**config.mk**
```make
export PLATFORM = sky130hd
export DESIGN_NAME = i2s_tx_serializer_flat
export DESIGN_NICKNAME = d
export VERILOG_FILES = /design/src/rtl/i2s_tx_serializer_pkg.sv /design/src/rtl/i2s_tx_serializer_if.sv /design/src/rtl/i2s_tx_serializer_clk_gen.sv /design/src/rtl/i2s_tx_serializer.sv /design/src/flat_wrapper.sv
export SDC_FILE = /design/constraint.sdc
export NUM_CORES = 1
export LEC_CHECK = 0
export ABC_CLOCK_PERIOD_IN_PS = 2800
export CAP_MARGIN = 20
export CORE_MARGIN = 2
export CORE_UTILIZATION = 47
export CTS_CLUSTER_SIZE = 16
export DETAILED_ROUTE_END_ITERATION = 16
export GPL_TIMING_DRIVEN = 0
export HOLD_SLACK_MARGIN = 0.03
export PLACE_DENSITY = 0.73
export SLEW_MARGIN = 25
export SYNTH_ARGS = -nofsm -noshare
export SYNTH_HDL_FRONTEND = slang
export SYNTH_SLANG_ARGS = --single-unit
```
**constraint.sdc**
```tcl
create_clock -name clk -period 2.8 [get_ports clk]
set_input_delay 0.7 -clock clk [delete_from_list [all_inputs] [get_ports clk]]
set_output_delay 0.7 -clock clk [all_outputs]
set_load 0.02 [all_outputs]
```
**src/rtl/i2s_tx_serializer_pkg.sv**
```systemverilog
// Shared types, default parameters and slot-bit helper for the I2S transmit path.
package i2s_pkg;

  localparam int DATA_W   = 16;
  localparam int SLOT_W   = 32;
  localparam int BCLK_DIV = 4;

  typedef logic signed [DATA_W-1:0] sample_t;

  // Maps a position inside a channel slot to the sample bit driven there.
  // Position 0 is the one-BCLK I2S delay; positions past the sample are padding (-1).
  function automatic int slot_bit_idx(input int slot_pos, input int data_w);
    if (slot_pos >= 1 && slot_pos <= data_w) begin
      return data_w - slot_pos;
    end
    return -1;
  endfunction

endpackage

```
**src/rtl/i2s_tx_serializer_if.sv**
```systemverilog
// Parallel stereo sample bus from the effects core into the I2S transmitter.
interface i2s_tx_serializer_if #(
  parameter int DATA_W = i2s_pkg::DATA_W
) ();

  // VALID is a single-cycle strobe with no back-pressure: left_in/right_in are
  // captured in any cycle VALID is 1; the receiver never stalls the source.
  logic              VALID;
  logic [DATA_W-1:0] left_in;
  logic [DATA_W-1:0] right_in;

  modport master (output VALID, output left_in, output right_in);
  modport slave  (input  VALID, input  left_in, input  right_in);

endinterface

```
**src/rtl/i2s_tx_serializer_clk_gen.sv**
```systemverilog
// BCLK divider plus LRCLK and frame bit counter; flags each BCLK falling event.
module i2s_clk_gen import i2s_pkg::*; #(
  parameter int BCLK_DIV = i2s_pkg::BCLK_DIV,
  parameter int SLOT_W   = i2s_pkg::SLOT_W
) (
  input  logic                          clk,
  input  logic                          rst_n,
  output logic                          bclk,
  output logic                          lrclk,
  output logic                          falling_evt,
  output logic [$clog2(2*SLOT_W)-1:0]   bit_cnt
);

  localparam int CNT_W = $clog2(2*SLOT_W);
  localparam int DIV_W = (BCLK_DIV > 1) ? $clog2(BCLK_DIV) : 1;

  logic [DIV_W-1:0] div_cnt;
  logic [CNT_W-1:0] cnt_q;
  logic             div_tc;

  assign div_tc      = (div_cnt == DIV_W'(BCLK_DIV - 1));
  assign falling_evt = div_tc && bclk;
  // bit_cnt is the frame position that takes effect at this falling event.
  assign bit_cnt     = (cnt_q == CNT_W'(2*SLOT_W - 1)) ? '0 : cnt_q + CNT_W'(1);

  always_ff @(posedge clk or negedge rst_n) begin
    if (!rst_n) begin
      div_cnt <= '0;
      bclk    <= 1'b0;
      lrclk   <= 1'b1;
      cnt_q   <= CNT_W'(2*SLOT_W - 1);
    end else begin
      if (div_tc) begin
        div_cnt <= '0;
        bclk    <= ~bclk;
      end else begin
        div_cnt <= div_cnt + DIV_W'(1);
      end
      if (falling_evt) begin
        cnt_q <= bit_cnt;
        if (bit_cnt == '0) begin
          lrclk <= 1'b0;
        end else if (bit_cnt == CNT_W'(SLOT_W)) begin
          lrclk <= 1'b1;
        end
      end
    end
  end

endmodule

```
**src/rtl/i2s_tx_serializer.sv**
```systemverilog
// I2S transmitter: one-deep stereo holding buffer, frame shifters, underrun/overrun flags.
// Optional I2S_TX_MUTE_EN adds a mute input that zeroes the pair loaded at a frame boundary.
module i2s_tx_serializer import i2s_pkg::*; #(
  parameter int DATA_W   = i2s_pkg::DATA_W,
  parameter int BCLK_DIV = i2s_pkg::BCLK_DIV,
  parameter int SLOT_W   = i2s_pkg::SLOT_W
) (
  input  logic                clk,
  input  logic                rst_n,
  i2s_tx_serializer_if.slave  smp,
`ifdef I2S_TX_MUTE_EN
  input  logic                mute,
`endif
  output logic                BCLK,
  output logic                LRCLK,
  output logic                SDout,
  output logic                frame_start,
  output logic                underrun,
  output logic                overrun
);

  localparam int CNT_W = $clog2(2*SLOT_W);
  localparam int IDX_W = (DATA_W > 1) ? $clog2(DATA_W) : 1;

  logic              falling_evt;
  logic [CNT_W-1:0]  bit_cnt;
  logic              load;
  logic [DATA_W-1:0] hold_l, hold_r, shift_l, shift_r;
  logic [DATA_W-1:0] ld_l, ld_r;
  logic              hold_full;
  logic              sd_nxt;
  logic              in_left;
  int                cnt_i, pos, idx;

  i2s_clk_gen #(
    .BCLK_DIV (BCLK_DIV),
    .SLOT_W   (SLOT_W)
  ) u_clk_gen (
    .clk         (clk),
    .rst_n       (rst_n),
    .bclk        (BCLK),
    .lrclk       (LRCLK),
    .falling_evt (falling_evt),
    .bit_cnt     (bit_cnt)
  );

  assign load = falling_evt && (bit_cnt == '0);

`ifdef I2S_TX_MUTE_EN
  assign ld_l = mute ? '0 : hold_l;
  assign ld_r = mute ? '0 : hold_r;
`else
  assign ld_l = hold_l;
  assign ld_r = hold_r;
`endif

  always_comb begin
    cnt_i   = int'(bit_cnt);
    in_left = (cnt_i < SLOT_W);
    pos     = in_left ? cnt_i : cnt_i - SLOT_W;
    idx     = slot_bit_idx(pos, DATA_W);
    sd_nxt  = 1'b0;
    if (idx >= 0) begin
      sd_nxt = in_left ? shift_l[IDX_W'(idx)] : shift_r[IDX_W'(idx)];
    end
  end

  always_ff @(posedge clk or negedge rst_n) begin
    if (!rst_n) begin
      hold_l      <= '0;
      hold_r      <= '0;
      hold_full   <= 1'b0;
      shift_l     <= '0;
      shift_r     <= '0;
      SDout       <= 1'b0;
      frame_start <= 1'b0;
      underrun    <= 1'b0;
      overrun     <= 1'b0;
    end else begin
      frame_start <= 1'b0;
      underrun    <= 1'b0;
      overrun     <= 1'b0;
      // On underrun the holding regs are untouched, so the last pair repeats.
      if (load) begin
        shift_l     <= ld_l;
        shift_r     <= ld_r;
        frame_start <= 1'b1;
        underrun    <= ~hold_full;
      end
      // A write coinciding with a load refills the emptied buffer: no overrun.
      if (smp.VALID) begin
        hold_l    <= smp.left_in;
        hold_r    <= smp.right_in;
        hold_full <= 1'b1;
        overrun   <= hold_full && !load;
      end else if (load) begin
        hold_full <= 1'b0;
      end
      if (falling_evt) begin
        SDout <= sd_nxt;
      end
    end
  end

endmodule

```
**src/flat_wrapper.sv**
```systemverilog
// flat-port wrapper written by rule: the top's interface ports become plain ports
module i2s_tx_serializer_flat import i2s_pkg::*;
#(
  parameter int DATA_W   = i2s_pkg::DATA_W,
  parameter int BCLK_DIV = i2s_pkg::BCLK_DIV,
  parameter int SLOT_W   = i2s_pkg::SLOT_W
)
  (clk, rst_n, BCLK, LRCLK, SDout, frame_start, underrun, overrun, smp_VALID, smp_left_in, smp_right_in);
  i2s_tx_serializer_if #(.DATA_W(DATA_W)) smp_i ();
  input  logic clk;
  input  logic rst_n;
  output logic BCLK;
  output logic LRCLK;
  output logic SDout;
  output logic frame_start;
  output logic underrun;
  output logic overrun;
  input wire logic [$bits(smp_i.VALID)-1:0] smp_VALID;
  input wire logic [$bits(smp_i.left_in)-1:0] smp_left_in;
  input wire logic [$bits(smp_i.right_in)-1:0] smp_right_in;
  assign smp_i.VALID = smp_VALID;
  assign smp_i.left_in = smp_left_in;
  assign smp_i.right_in = smp_right_in;
  i2s_tx_serializer #(.DATA_W(DATA_W), .BCLK_DIV(BCLK_DIV), .SLOT_W(SLOT_W)) u_core (.clk(clk), .rst_n(rst_n), .smp(smp_i), .BCLK(BCLK), .LRCLK(LRCLK), .SDout(SDout), .frame_start(frame_start), .underrun(underrun), .overrun(overrun));
endmodule
```
==> results of run 1 <==
## where the power goes
part,leakage [uW],internal [uW],switching (uW)
clock,0.000119,587,399
sequential,0.000994,1190,24.3
combinational,0.000863,86.0,48.5
## worst max-delay path by stage
stage	cells after the start	slack (ns)	to	startpoint
final	8	0.14	u_core.SDout	u_core.u_clk_gen.cnt_q[0]
after global routing	9	-0.01	u_core.shift_l[2]	u_core.u_clk_gen.cnt_q[0]
after CTS	9	0.02	u_core.shift_r[7]	u_core.u_clk_gen.cnt_q[0]
after detailed placement	10	-0.05	u_core.SDout	u_core.u_clk_gen.cnt_q[0]
after global placement	1	-1.70	u_core.hold_r[2]	rst_n
after floorplan	10	0.27	u_core.SDout	u_core.u_clk_gen.cnt_q[0]
## registers in the layout, summed over array words and instances (netlist names)
name	cells
u_core.SDout	1
u_core.frame_start	1
u_core.hold_full	1
u_core.hold_l	16
u_core.hold_r	16
u_core.overrun	1
u_core.shift_l	16
u_core.shift_r	16
u_core.u_clk_gen.bclk	1
u_core.u_clk_gen.cnt_q	6
u_core.u_clk_gen.div_cnt	2
u_core.u_clk_gen.lrclk	1
u_core.underrun	1
## through the flow
step | utilization | total power (uW)
after floorplan | - | 1281
after global placement | 0.5608 | 1364
after detailed placement | 0.5632 | 1373
after CTS | 0.5951 | 2364
after global routing | 0.6027 | 2432
final | 0.6027 | 2333
## cell usage in the layout, fill, tap and decap left out, types with 2 or more instances in the layout
master | Yosys | layout
a211oi_1 | 2 | 2
a21oi_1 | 3 | 3
a31oi_1 | 2 | 2
and3_1 | 3 | 3
and4b_1 | 2 | 2
buf_2 | 8 | 7
buf_4 | 1 | 3
buf_6 | 2 | 3
bufinv_16 | 0 | 3
clkbuf_1 | 5 | 4
clkbuf_8 | 0 | 9
clkdlybuf4s50_1 | 0 | 38
clkinv_2 | 0 | 2
dfrtp_1 | 72 | 72
dfstp_2 | 7 | 7
ha_1 | 3 | 2
inv_1 | 5 | 4
mux2_1 | 32 | 32
mux2_2 | 34 | 34
mux2i_1 | 2 | 2
mux4_2 | 3 | 3
nand2_1 | 12 | 12
nand2b_1 | 2 | 2
nand3_1 | 2 | 2
nand4b_1 | 2 | 2
nor2_1 | 13 | 13
nor2b_1 | 2 | 2
nor3_1 | 3 | 3
nor3b_1 | 3 | 3
o211ai_1 | 2 | 2
o21a_1 | 2 | 2
o21ai_0 | 3 | 3
o22ai_1 | 3 | 3
or3_1 | 2 | 2
xnor2_1 | 2 | 2
xor2_1 | 2 | 2
## what timing repair did
action	CTS	global route
pin swaps	0	1
gates resized for setup	1	9
gates cloned	0	0
setup buffers	0	1
endpoints found under the setup margin	1	27
## metal layers
metal | vias to the layer above | global-route usage | routed length, um
met5 | - | 0 | 0
met4 | 0 | 0.06841 | 98
met3 | 10 | 0.03944 | 230
met2 | 42 | 0.2788 | 3269
met1 | 1174 | 0.2199 | 3019
li1 | 1074 | - | -
## cells by family (layout without fill, tap and decap cells)
| kind of cell | after synthesis | count (layout) |
|---|---|---|
| compound gates | 35 | 35 |
| fa+ha+maj | 3 | 3 |
| simple gates | 55 | 55 |
| buf+inv | 21 | 77 |
| flops | 79 | 79 |
| mux | 71 | 71 |
| xor+xnor | 4 | 4 |
## final cells by class
| cell class | count | area share |
|---|---|---|
| plain buffers | 16 | 0.02169 |
| clock buffers | 9 | 0.02789 |
| clock inverters | 6 | 0.02451 |
| inverters | 5 | 0.004225 |
| multi-input cells | 168 | 0.3532 |
| flip-flops and latches | 79 | 0.4470 |
| well taps | 99 | 0.02789 |
| repair buffers | 41 | 0.09352 |
==> impl_results.md, run 1 <==
- Ys async rst share: 1.000
- Power Dens Cells: 525.2 nW/um2
- Die ar.: between 8000 and 9000 um2
- Die X-Extent: roughly 92 um
- # nets final: around 360
- Register area: between 1500 and 2000 um2
- Vias per cell: ~5.4
- Number of core rows: 31
- Most frequent cells after synthesis: dfrtp_1, mux2_2, mux2_1, nor2_1, nand2_1
- Core Area: approximately 7400 um2
- Dominant cell type by area after synthesis: dfrtp_1
- Htree depth: 3
- Worst path bufs/invs: 1
- Fillers: slightly below 600
- Worst r2r src: u_core.u_clk_gen.cnt_q[0]
- Antenna-violating nets left: 0
- Initial DRC count: 78
- First-pass GRT wire length: around 11 mm
- Worst Setup End Kind: flop
- Cts bufs inserted: 9
- Final WL: roughly 6.6 mm
- Worst slack at placement: -0.05466 ns
- Cells after Synth: ~270
- Synth unique cells: 59
- DRC viols: 0
- Layout cells sized above 1: 0.2809
- Max cap viols: 0
- Crit-path max cell delay: about 0.62 ns
- Mux cell area share after synthesis: 0.2296
- CTS Buffer Depth: 2
- Max_slew headroom: 0.6486
- Clock-pin slew on the worst setup and hold paths: roughly 0.080 ns
- Cell area after layout: between 4000 and 5000 um2
- FF-to-FF End: u_core.SDout
- Skew final: 0.007878 ns
- Min Tclk post-route: around 2.7 ns
- Net Count, Synth: 306
- Post-Route Setup TNS: 0 ns
- Setup ws final: roughly 0.14 ns
- Largest net degree at the start of global routing: 44
- Final HPWL DP: around 4.7 mm
- Area contributors post-synth: dfrtp_1, mux2_2, mux2_1
- Post-Synthesis Cell Area: about 3600 um2
- Fin. Hold Viols: 0
- Crit path max fanout: 10
- XOR/XNOR Fraction of Synth Area: 0.009682
- Worst reg2reg path depth: 8
- Worst reg-to-reg setup slack: between 0.1 and 0.15 ns
- Die H: 91.75 um
- Number of I/O port buffers: 39
- Req. time, crit path: 3.05 ns
- I/O Pins: around 40
- Main flop type after synthesis: dfrtp_1
- Hold Buf Count CTS: 0
- Antenna diodes: 0
- Fin crit share: 0.9492
- RSZ-0062 raised after global routing: yes
- Slowest-stage cell, CP: dfstp_2
- Initial core utilization: 0.4910
- Placer Congestion: between 0.9 and 1
- Synth Area in Simple Gates: 0.08783
- Synth-to-layout area growth: 22.75%
- Initial antenna violation count: 0
- WHS: between 0.3 and 0.4 ns
- Gr ovfl total: 0
- Count leader, synth: dfrtp_1
- Highest Clock Rate: around 380 MHz
- Critical path's top delay family: compound AO/OA/AOI/OAI gates
- Syn. warnings: 0
- Yosys top cell area share: 0.4979
- Peak VDD IR: around 0.00035 V
- Leak Pwr: roughly 0.002 uW
- Adder-cell share of the synthesized area: 0.01037
- Synth Register Bits: roughly 80
- Main combinational cell family by area after synthesis: multiplexers
- Hold Path Class: in -> async
- Drt wl/cell: 15.64 um
- Via Count: 2300
- Final setup vio count: 0
- DP Area: between 4000 and 5000 um2
- Number of global-route vias before repair: approximately 2300
- Crit path DAT: about 2.9 ns
- Crit path cell chain: ha_1 > buf_6 > nand2_1 > o311a_4 > nor2_1 > o22ai_1 > a311o_1 > o41ai_2
- Finished Layout Cells: approximately 420
- Critical Setup Path Class: reg -> reg
- Clk root buf: clkbuf_8
- Avg Inst Size Synth: 13.50 um2
- Dpl cells: between 400 and 500
- Slew Viols, Final: 0
- Outcome: complete, no violations
- Worst-margin pin slew: approximately 0.53 ns
- Total global-route track usage: 0.1704
- Number of flops mapped to enable cells by yosys: 0
- CP startpoint kind: flop
- CTS sink count: 79
- Clk_lat worst skew: between 0.3 and 0.4 ns
- Multi-input gate area: roughly 1600 um2
- 1st-pass router iterations: 4
- CTS tree: done
- Post-synthesis sequential area ratio: 0.5488
- Post-synthesis compound-gate area fraction: 0.08402
Power figures use the tool's default switching activity.
==> inputs of run 2 (changes only) <==
Settings changed: CTS_BUF_LIST set to sky130_fd_sc_hd__clkbuf_8, CTS_CLUSTER_DIAMETER set to 200.
==> results of run 2 <==
The final DEF is identical to that of run 1; final timing and power are the same.
==> inputs of run 3 (changes only) <==
Settings changed: CTS_BUF_LIST sky130_fd_sc_hd__clkbuf_8 to sky130_fd_sc_hd__clkbuf_2.
==> run 3 against run 2 <==
Compared with the run above:
- clock skew is 0.027 ns higher
- global-route usage is 0.077 points higher
- critical path depth is 1 higher
- count of clock-buffer cells in the layout stayed put
- worst setup slack worse by 0.037 ns
==> impl_results.md, run 3 (same netlist as run 1, synthesis figures left out) <==
- Fin util: 0.5958 (-0.006960)
- Crit path DAT: 3.12 ns (+0.21 ns)
- Clk root buf: clkbuf_2
- Number of I/O port buffers: 39 (unchanged)
- Critical path's top delay family: compound AO/OA/AOI/OAI gates
- Multi-input gate area: 1564 um2 (-0.32%)
- Fin crit share: 0.9625 (+0.01324)
- Vias per cell: 5.468 (+0.57%)
- Commonest non-fill, non-tap cell in the layout: dfrtp_1
- Antenna-violating nets left: 0 (unchanged)
- Worst r2r src: u_core.u_clk_gen.cnt_q[0]
- Core Area: 7370 um2 (unchanged)
- Gr ovfl total: 0 (unchanged)
- Placer Congestion: 0.9024 (unchanged)
- Worst-margin pin slew: 0.5237 ns (-0.003442 ns)
- Power Dens Cells: 480.8 nW/um2 (-8.5%)
- Drt wl/cell: 15.74 um (+0.64%)
- Req. time, crit path: 3.22 ns (+0.17 ns)
- 1st-pass router iterations: 4 (unchanged)
- Number of global-route vias before repair: 2343 (+0.17%)
- Leak Pwr: 0.001970 uW (-0.37%)
- Worst reg2reg path depth: 9 (+1)
- Max cap viols: 0 (unchanged)
- I/O Pins: 41 (unchanged)
- Hold Buf Count CTS: 0 (unchanged)
- CP startpoint kind: flop
- Peak VDD IR: 0.0002471 V (-30%)
- Initial antenna violation count: 0 (unchanged)
- Fillers: 597 (+1.9%)
- Initial core utilization: 0.4910 (unchanged)
- Cts bufs inserted: 9 (unchanged)
- Critical Setup Path Class: reg -> reg
- Fin. Hold Viols: 0 (unchanged)
- Highest Clock Rate: 371.1 MHz (-1.4%)
- Worst reg-to-reg setup slack: 0.11 ns (-0.04 ns)
- # nets final: 362 (+1.1%)
- Synth-to-layout area growth: 21.33%
- Clock-pin slew on the worst setup and hold paths: 0.21 ns (+0.13 ns)
- Register area: 1986 um2 (unchanged)
- Slew Viols, Final: 0 (unchanged)
- Clk_lat worst skew: 0.51 ns (+0.16 ns)
- Die ar.: 8417 um2 (unchanged)
- CTS Buffer Depth: 2 (unchanged)
- Final setup vio count: 0 (unchanged)
- Skew final: 0.03439 ns (+0.02651 ns)
- Hold Path Class: in -> async
- Crit path max fanout: 4 (-6)
- Number of core rows: 31 (unchanged)
- Worst slack at placement: -0.05466 ns (unchanged)
- Via Count: 2335 (+1.5%)
- Largest net degree at the start of global routing: 44 (unchanged)
- Final HPWL DP: 4.714 mm (unchanged)
- Worst path bufs/invs: 1 (unchanged)
- Die H: 91.75 um (unchanged)
- CTS tree: done
- Die X-Extent: 91.75 um (unchanged)
- Worst Setup End Kind: flop
- CTS sink count: 79 (unchanged)
- Slowest-stage cell, CP: dfstp_2
- Antenna diodes: 0 (unchanged)
- First-pass GRT wire length: 11.36 mm (unchanged)
- DRC viols: 0 (unchanged)
- FF-to-FF End: u_core.SDout
- Htree depth: 3 (unchanged)
- Crit-path max cell delay: 0.62 ns (about the same)
- Max_slew headroom: 0.6509 (+0.002295)
- Layout cells sized above 1: 0.2835 (+0.002672)
- Post-Route Setup TNS: 0 ns (unchanged)
- Setup ws final: 0.1051 ns (-0.03707 ns)
- Total global-route track usage: 0.1712 (+0.0007691)
- Final WL: 6.722 mm (+1.6%)
- Min Tclk post-route: 2.695 ns (+0.03707 ns)
- Most frequent cells in the layout: dfrtp_1, clkdlybuf4s50_1, mux2_2, mux2_1, nor2_1
- Crit path cell chain: inv_1 > ha_1 > or4b_4 > o211ai_2 > nand2_2 > a21oi_4 > nor2_1 > a311o_1 > o41ai_2
- Initial DRC count: 118 (+51%)
- Outcome: complete, no violations
- Worst Setup SP: u_core.u_clk_gen.cnt_q[0]
==> run 3: cell types whose count changed in the layout (fill, tap and decap cells not counted) <==
cell / before / now
ha_4: 1 / 0
nand3_4: 0 / 1
inv_2: 1 / 0
clkbuf_2: 1 / 10
ha_1: 2 / 3
buf_4: 3 / 7
clkbuf_8: 9 / 0
nand3_2: 1 / 0
buf_2: 7 / 6
inv_1: 4 / 5
clkbuf_4: 0 / 1
==> run 3: metrics by stage <==
stage	cell area (um2)	cells	hold WS, ns	power, uW
finish	4390	427	0.1047	2111
global route	4390	427	0.08356	2205
CTS	4329	424	0.07273	2143
detailed placement	4150	407	0.4260	1373
global placement	4133	406	0.4129	1364
floorplan	3618	268	0.4031	1281
==> run 3: metal layers <==
layer  routed length [um]  vias up  track usage
met5                    0        -            0
met3                  300        8      0.03944
met1                 3047     1184       0.2245
met2                 3290       59       0.2770
li1                     -     1084            -
met4                   83        0      0.06716
==> run 3: what timing repair did <==
action	4_1_cts	5_1_grt
gates resized for setup	2	8
setup buffers	2	3
setup endpoints to repair	7	27
pin swaps	0	1
==> run 3: worst max path at each step <==
stage                              to  depth (start not counted)  slack [ns]
finish                   u_core.SDout                          9        0.11
floorplan                u_core.SDout                         10        0.27
global placement     u_core.hold_r[2]                          1       -1.70
detailed placement       u_core.SDout                         10       -0.05
global route             u_core.SDout                          9       -0.01
CTS                 u_core.shift_l[2]                          9        0.02
==> run 3: cell type report <==
cell class,instances,share of cell area
Tap cell,99,0.02821
Clock buffer,9,0.01026
Multi-Input combinational cell,168,0.3562
Sequential cell,79,0.4523
Buffer,16,0.02251
Inverter,5,0.004275
Clock inverter,6,0.02479
Timing Repair Buffer,45,0.1015
==> run 3: report_power, final <==
part / switching [uW] / internal, uW
Sequential: 24.0 / 1190
Combinational: 48.5 / 86.0
Clock: 383 / 380
Total: 455 / 1660
